File: src/rtl/perf_mon_pkg.sv
// Shared state encoding and default parameter values for the performance monitor.
package perf_mon_pkg;

  typedef enum logic [1:0] {
    IDLE = 2'd0,
    RUN  = 2'd1,
    DONE = 2'd2
  } state_t;

  localparam int DEF_CNT_W    = 32;
  localparam int DEF_N_EVT    = 4;
  localparam int DEF_SAT_MODE = 0;
  localparam int DEF_WIN_CYC  = 0;

endpackage

File: src/rtl/perf_cnt.sv
// Single event counter: enable, synchronous clear, wrap or saturate, sticky overflow.
// The next-state value is exported so a snapshot can include the current cycle's increment.
module perf_cnt
  import perf_mon_pkg::*;
#(
  parameter int CNT_W    = DEF_CNT_W,
  parameter int SAT_MODE = DEF_SAT_MODE
) (
  input  logic             clk,
  input  logic             rst,
  input  logic             clr,
  input  logic             en,
  output logic [CNT_W-1:0] cnt_next,
  output logic             ovf
);

  localparam logic [CNT_W-1:0] CNT_MAX = '1;

  logic [CNT_W-1:0] cnt;
  logic             at_max;

  function automatic logic [CNT_W-1:0] bump(input logic [CNT_W-1:0] v);
    if (v == CNT_MAX) return (SAT_MODE != 0) ? CNT_MAX : '0;
    return v + CNT_W'(1);
  endfunction

  assign at_max = (cnt == CNT_MAX);

  always_comb begin
    cnt_next = cnt;
    if (clr)     cnt_next = '0;
    else if (en) cnt_next = bump(cnt);
  end

  always_ff @(posedge clk or posedge rst) begin
    if (rst) begin
      cnt <= '0;
      ovf <= 1'b0;
    end else begin
      cnt <= cnt_next;
      if (clr)                ovf <= 1'b0;
      else if (en && at_max)  ovf <= 1'b1;
    end
  end

endmodule

File: src/rtl/perf_monitor.sv
// Performance monitor: cycle counter plus N_EVT event counters, run/stop FSM with
// optional cycle window, snapshot bank and registered snapshot readback.
module perf_monitor
  import perf_mon_pkg::*;
#(
  parameter int CNT_W    = DEF_CNT_W,
  parameter int N_EVT    = DEF_N_EVT,
  parameter int SAT_MODE = DEF_SAT_MODE,
  parameter int WIN_CYC  = DEF_WIN_CYC
) (
  input  logic                       i_clk,
  input  logic                       i_rst,
  input  logic                       i_start,
  input  logic                       i_stop,
  input  logic                       i_clr,
  input  logic [N_EVT-1:0]           i_evt,
  input  logic                       i_snap,
  input  logic [$clog2(N_EVT+1)-1:0] i_rd_sel,
  output logic [CNT_W-1:0]           o_rd_data,
  output logic                       o_snap_vld,
  output logic [N_EVT:0]             o_ovf,
  output logic                       o_busy
);

  localparam int SEL_W = $clog2(N_EVT + 1);
  localparam int N_CH  = N_EVT + 1;

  state_t           state;
  state_t           state_nxt;
  logic             run;
  logic             end_run;
  logic             take_snap;
  logic             win_expire;
  logic [N_CH-1:0]  cnt_en;
  logic [CNT_W-1:0] cnt_next [N_CH];
  logic [CNT_W-1:0] snap_q   [N_CH];
  logic             snap_vld;
  logic [CNT_W-1:0] rd_mux;
  logic [CNT_W-1:0] rd_data_p1;

  always_ff @(posedge i_clk or posedge i_rst) begin
    if (i_rst) state <= IDLE;
    else       state <= state_nxt;
  end

  // Clear beats stop/expiry, which beats start.
  always_comb begin
    state_nxt = state;
    end_run   = 1'b0;
    if (i_clr) begin
      state_nxt = IDLE;
    end else begin
      case (state)
        IDLE: if (i_start) state_nxt = RUN;
        RUN: begin
          if (i_stop || win_expire) begin
            state_nxt = DONE;
            end_run   = 1'b1;
          end
        end
        DONE: if (i_start) state_nxt = RUN;
        default: state_nxt = IDLE;
      endcase
    end
  end

  assign run       = (state == RUN);
  assign take_snap = !i_clr && (i_snap || end_run);

  // Window counter is held at zero outside RUN, so every entry into RUN starts a fresh window.
  generate
    if (WIN_CYC > 0) begin : g_win
      localparam int WIN_W = $clog2(WIN_CYC + 1);
      logic [WIN_W-1:0] win_cnt;

      always_ff @(posedge i_clk or posedge i_rst) begin
        if (i_rst)               win_cnt <= '0;
        else if (i_clr || !run)  win_cnt <= '0;
        else                     win_cnt <= win_cnt + WIN_W'(1);
      end

      assign win_expire = run && (win_cnt == WIN_W'(WIN_CYC - 1));
    end else begin : g_no_win
      assign win_expire = 1'b0;
    end
  endgenerate

  assign cnt_en[0]        = run;
  assign cnt_en[N_CH-1:1] = {N_EVT{run}} & i_evt;

  for (genvar k = 0; k < N_CH; k++) begin : g_ch
    perf_cnt #(
      .CNT_W    (CNT_W),
      .SAT_MODE (SAT_MODE)
    ) u_cnt (
      .clk      (i_clk),
      .rst      (i_rst),
      .clr      (i_clr),
      .en       (cnt_en[k]),
      .cnt_next (cnt_next[k]),
      .ovf      (o_ovf[k])
    );
  end

  // Snapshot stage: captures the counters' next values, so same-cycle increments are included.
  always_ff @(posedge i_clk or posedge i_rst) begin
    if (i_rst) begin
      for (int k = 0; k < N_CH; k++) snap_q[k] <= '0;
      snap_vld <= 1'b0;
    end else if (i_clr) begin
      for (int k = 0; k < N_CH; k++) snap_q[k] <= '0;
      snap_vld <= 1'b0;
    end else if (take_snap) begin
      for (int k = 0; k < N_CH; k++) snap_q[k] <= cnt_next[k];
      snap_vld <= 1'b1;
    end
  end

  always_comb begin
    rd_mux = '0;
    for (int k = 0; k < N_CH; k++) begin
      if (i_rd_sel == SEL_W'(k)) rd_mux = snap_q[k];
    end
  end

  // Read stage: one register between select and data.
  always_ff @(posedge i_clk or posedge i_rst) begin
    if (i_rst) rd_data_p1 <= '0;
    else       rd_data_p1 <= rd_mux;
  end

  assign o_rd_data  = rd_data_p1;
  assign o_snap_vld = snap_vld;
  assign o_busy     = run;

endmodule

File: config.mk
export PLATFORM = sky130hd
export DESIGN_NAME = perf_monitor
export DESIGN_NICKNAME = d
export VERILOG_FILES = /design/src/rtl/perf_mon_pkg.sv /design/src/rtl/perf_cnt.sv /design/src/rtl/perf_monitor.sv
export SDC_FILE = /design/constraint.sdc
export NUM_CORES = 1
export LEC_CHECK = 0
export ABC_AREA = 1
export CORE_ASPECT_RATIO = 0.7
export CORE_MARGIN = 1.5
export CORE_UTILIZATION = 57
export DETAILED_ROUTE_END_ITERATION = 6
export HOLD_SLACK_MARGIN = 0.05
export PLACE_DENSITY = 0.74
export SLEW_MARGIN = 30
export SYNTH_ARGS = -nofsm -noshare
export SYNTH_HDL_FRONTEND = slang
export SYNTH_HIERARCHICAL = 1
export SYNTH_SLANG_ARGS = --single-unit
File: constraint.sdc
create_clock -name i_clk -period 9.1 [get_ports i_clk]
set_input_delay 2.73 -clock i_clk [delete_from_list [all_inputs] [get_ports i_clk]]
set_output_delay 2.73 -clock i_clk [all_outputs]
set_load 0.02 [all_outputs]
# Word level (Yosys, flattened, before mapping)

Cells that the tools add are included.
W data, S select, Z words.

Output and inout bits: 39
Logic and storage cells: 116
Bits in registers: 360
Bits of input ports: 13

Eq/ne operators: 13
Add/sub/neg operators: 5
Muxes and demuxes: 61
Bitwise logic cells: 1
Reduce and logical (&&, ||, !) cells: 18

Operators with widths:

| operator                | count |
|---|---|
| $mux W32                | 25 |
| $mux W160               | 2 |
| $add A32 B1 Y32 const B | 5 |
| $eq A32 B32 Y1 const B  | 5 |
| $mux W1                 | 30 |
| $reduce_bool A2 Y1      | 6 |
| $eq A3 B2 Y1 const B    | 2 |
| $logic_and A1 B1 Y1     | 6 |
| $mux W2                 | 3 |
| $and A4 B4 Y4           | 1 |
| $pmux W2 S2             | 1 |
| $eq A3 B1 Y1 const B    | 1 |
| $eq A3 B3 Y1 const B    | 1 |
| $logic_not A3 Y1        | 1 |
| $ne A3 B1 Y1 const B    | 1 |
| $ne A3 B3 Y1 const B    | 1 |
| $eq A2 B1 Y1 const B    | 1 |
| $eq A2 B2 Y1 const B    | 1 |
| $logic_not A2 Y1        | 1 |
| $reduce_and A2 Y1       | 1 |
| $reduce_or A2 Y1        | 1 |
| $logic_not A1 Y1        | 1 |
| $logic_or A1 B1 Y1      | 1 |

# Logic depth before layout (Yosys ltp)

Depth after elaboration: 9
Gate-level depth with buffers: 14
Mapped depth without buffers: 14

# By module

Netlist, hierarchy kept.

Modules (own cells, without submodules):

| module                        | cells each | instances | sequential area each (µm²) | area each (µm²) |
|---|---|---|---|---|
| perf_monitor                  | 1,051      | 1         | 4,879.7                    | 8,784.7 |
| perf_cnt at g_ch[0].u_cnt ... | 291        | 4         | 825.8                      | 2,047.0 |
| perf_cnt at g_ch[1].u_cnt     | 290        | 1         | 825.8                      | 2,060.7 |

# Least setup slack after synthesis

Ideal clock, no wire load.

Kind: input port to flip-flop
From: in i_evt[1]
To: reg snap_q[65] in the netlist's numbering
Path buffers: 1
Setup slack: 4.899 ns
Library setup time: 0.130 ns
Required time: 8.970 ns
Arrival time: 4.071 ns
Stages on the path: 12
Cells stage by stage: inv_1 nor2_1 nand2_2 nor2_4 nand2_4 nor2_8 nand3_4 nand2_4 buf_6 nor2_1 nand3_1 o21ai_0

RTL lines:

| what               | RTL line           | RTL |
|---|---|---|
| start: declaration | perf_monitor.sv:16 | `input logic [N_EVT-1:0] i_evt,` |
| end: declaration   | perf_monitor.sv:36 | `logic [CNT_W-1:0] snap_q [N_CH];` |

# Worst setup path in the final report

From: in i_stop
To: reg snap_q[13] in the netlist's numbering

Longest elaborated chain between the ends: 6

RTL lines:

| what                         | RTL line           | RTL |
|---|---|---|
| start: declaration           | perf_monitor.sv:14 | `input logic i_stop,` |
| $mux W1                      | perf_monitor.sv:56 | `if (i_stop \|\| win_expire) begin` |
| $mux W1                      | perf_monitor.sv:53 | `case (state)` |
| $mux W1                      | perf_monitor.sv:50 | `if (i_clr) begin` |
| $logic_or A1 B1 Y1           | perf_monitor.sv:68 | `assign take_snap = !i_clr && (i_snap \|\| end_run);` |
| $logic_and A1 B1 Y1          | perf_monitor.sv:68 |  |
| $reduce_bool A2 Y1 (no line) | -                  |  |

No other way between the ends.
A chain may end at the register's enable or synchronous reset.

==> flow_summary.json <==
{
  "worstPathMaxFanout": 133,
  "post-cts-setup-buffers": 0,
  "drtIter0Drc": 2212,
  "rsz0062_at_grt": "false",
  "seq_area_mm2": 0.00901,
  "min_period_ns": 4.87,
  "fin_worst_skew_ns": 0.0163,
  "numCtsBuffers": 37,
  "setup_violations": 0,
  "fin_total_pwr_w": 0.00325,
  "cts_tree": "yes",
  "grt_pass1_vias": 15900,
  "drt-wirelength-per-cell_um": 19.4,
  "io_buffers": 51,
  "async_reset_ff_frac": 1.00,
  "clk_path_buf_depth": 3,
  "synth_flop_cell": "dfrtp_1",
  "cts_sinks": 360,
  "ys_warn_count": 6,
  "syn_area_per_cell_um2": 7.60,
  "post-route-period-util": 0.535,
  "status": "finished, final reports clean",
  "start_util": 0.584,
  "cp.arrival_ns": 5.32,
  "drive_gt1_frac": 0.0568,
  "ys_seq_area_frac": 0.473,
  "ir_drop_uv": 96.9,
  "power_density_mw_per_mm2": 156,
  "yosys-top-cells-area": "dfrtp_1 (47%), nand3_1 (14%), nand2_1 (12%), nor2_1 (7.7%), inv_1 (4.4%)",
  "synth_cell_types": 30,
  "grt_antenna_before_repair": 0,
  "hpwl_mm": 41.1,
  "ctsHoldBuffers": 0,
  "clkTransAtPathRegs_ns": 0.06,
  "worst_pin_slew_ns": 0.980,
  "syn-num-nets": 2523,
  "cts-root-buf": "clkbuf_16",
  "rows": 55,
  "layout_commonest_cell": "nand2_1",
  "viasPerCell": 5.81,
  "first_pass_iters": 5,
  "diodes": 0,
  "maxCapViolCount": 0,
  "ys_ff_latch": 360,
  "max_freq_mhz": 205,
  "ios": 52,
  "worst_hold_path_type": "reg -> reg",
  "drc": 0,
  "critPathLaunchType": "primary input",
  "gr-total-overflow": 0,
  "cp-end-kind": "flop",
  "p_seq_frac": 0.496,
  "grt_pass1_wl_mm": 90.6,
  "p_leak_nw": 10.2,
  "synth_edf_count": 0,
  "critPathKind": "in -> reg",
  "vias": 17200,
  "sw_frac_of_total": 0.241,
  "insertion_delay_ns": 0.53,
  "fp.dieW_um": 221,
  "fillers": 2881,
  "grt_max_degree": 150,
  "multi_input_area_mm2": 0.00864,
  "die_h_um": 156,
  "cts_resized": 0,
  "required_ns": 9.55,
  "grt_use_total": 0.338,
  "final_cell_mix": "nand2_1 (613), nand3_1 (514), nor2_1 (390)",
  "design.core.area_mm2": 0.0326,
  "final-max-slew-violation-count": 0,
  "synth_top_area_cell": "dfrtp_1",
  "dieArea_mm2": 0.0345,
  "nNetsFinal": 2528,
  "p_clk_frac": 0.454,
  "netSwitchingPower_w": 0.000784,
  "relSlewSlack": 0.346,
  "hold_violations": 0,
  "netlist.area_leader.share": 0.473,
  "power.internal_w": 0.00247,
  "totalWireLength_mm": 57.5,
  "synth_area_mm2": 0.0190,
  "ant_nets": 0,
  "syn_to_final_growth_pct": 9.63,
  "syn_inst": 2505,
  "pwr-share-comb": 0.050,
  "fin_tns_setup_ns": 0,
  "h-tree-depth": 2,
  "globalplace.congestion": 0.964
}
[cells in the mapped netlist (all sizes together) (5+ instances only)]
cell type,count
nand3b,11
ha,5
nand2,630
nand4,47
xnor2,35
a21oi,25
o21bai,10
xor2,35
o21ai,48
and2,10
nand3,519
nor2,429
dfrtp,360
a21o,5
buf,85
inv,231
clkbuf,18
[metal layers]
layer / vias up / global-route usage / part of all wire
met4: 0 / 0.100 / 0.027
met5: - / 0 / 0
met2: 788 / 0.455 / 0.40
li1: 8037 / - / -
met3: 97 / 0.0949 / 0.11
met1: 8272 / 0.524 / 0.46
[area by class of cell]
cell class,instances,area share
flip-flops and latches,360,0.432
multi-input cells,1811,0.414
clock buffers,53,0.0506
inverters,231,0.0423
repair buffers,69,0.0314
well taps,427,0.0256
clock inverters,10,0.00420
[final timing paths]
kind                                         end  cells past startpoint  startpoint  slack (ns)
max                                   snap_q[13]                      6      i_stop        4.23
min                                     state[0]                      1    state[0]        0.49
max reg2reg                           snap_q[82]                     12    state[1]        5.68
min reg2reg                             state[0]                      1    state[0]        0.49
max in group asynchronous             snap_q[59]                      4       i_rst        5.09
min in group asynchronous  g_ch[3].u_cnt/cnt[13]                      3       i_rst        2.60
[sequential cells by signal (all words and copies together) (netlist names)]
signal	flops
o_rd_data	32
g_ch.u_cnt/ovf	5
state	2
o_snap_vld	1
g_ch.u_cnt/cnt	160
snap_q	160
[metrics by stage]
stage | cells | setup slack (ns) | util | cell area [µm²] | hold WS, ns
final | 2961 | 4.23 | 0.640 | 20900 | 0.491
after global placement | 2896 | 3.73 | 0.603 | 19700 | 0.465
after detailed placement | 2898 | 3.69 | 0.605 | 19700 | 0.480
after floorplan | 2505 | 1.06 | - | 19000 | 0.450
after CTS | 2961 | 4.21 | 0.640 | 20900 | 0.492
after global routing | 2961 | 4.03 | 0.640 | 20900 | 0.505
[power groups by stage]
stage / registers, W / logic, W / clock network, W
6_report: 0.00161 / 0.000164 / 0.00148
3_5_place_dp: 0.00164 / 0.000163 / 0
4_1_cts: 0.00161 / 0.000164 / 0.00150
5_1_grt: 0.00161 / 0.000180 / 0.00156
2_1_floorplan: 0.00164 / 0.000116 / 0
3_3_place_gp: 0.00164 / 0.000158 / 0
[critical path, cell delays in order]
cell and delay (ns):
clkdlybuf4s50_1 0.52, nand2_4 0.36, nand2_8 0.68, buf_4 0.65, nand3_1 0.17, nand2_1 0.11
[logic make-up (layout without fill, tap and decap cells)]
| family | count (synthesis) | in the layout | share of synthesized area |
|---|---|---|---|
| AOI/OAI and AO/OA | 89 | 89 | 0.0255 |
| xor gates and xnor gates | 70 | 70 | 0.0322 |
| adders and majority gates | 5 | 5 | 0.00329 |
| buffers and inverters | 334 | 363 | 0.0749 |
| DFF | 360 | 360 | 0.473 |
| and+or+nand+nor | 1647 | 1647 | 0.391 |
No activity file was read; power rests on OpenSTA's default activity.
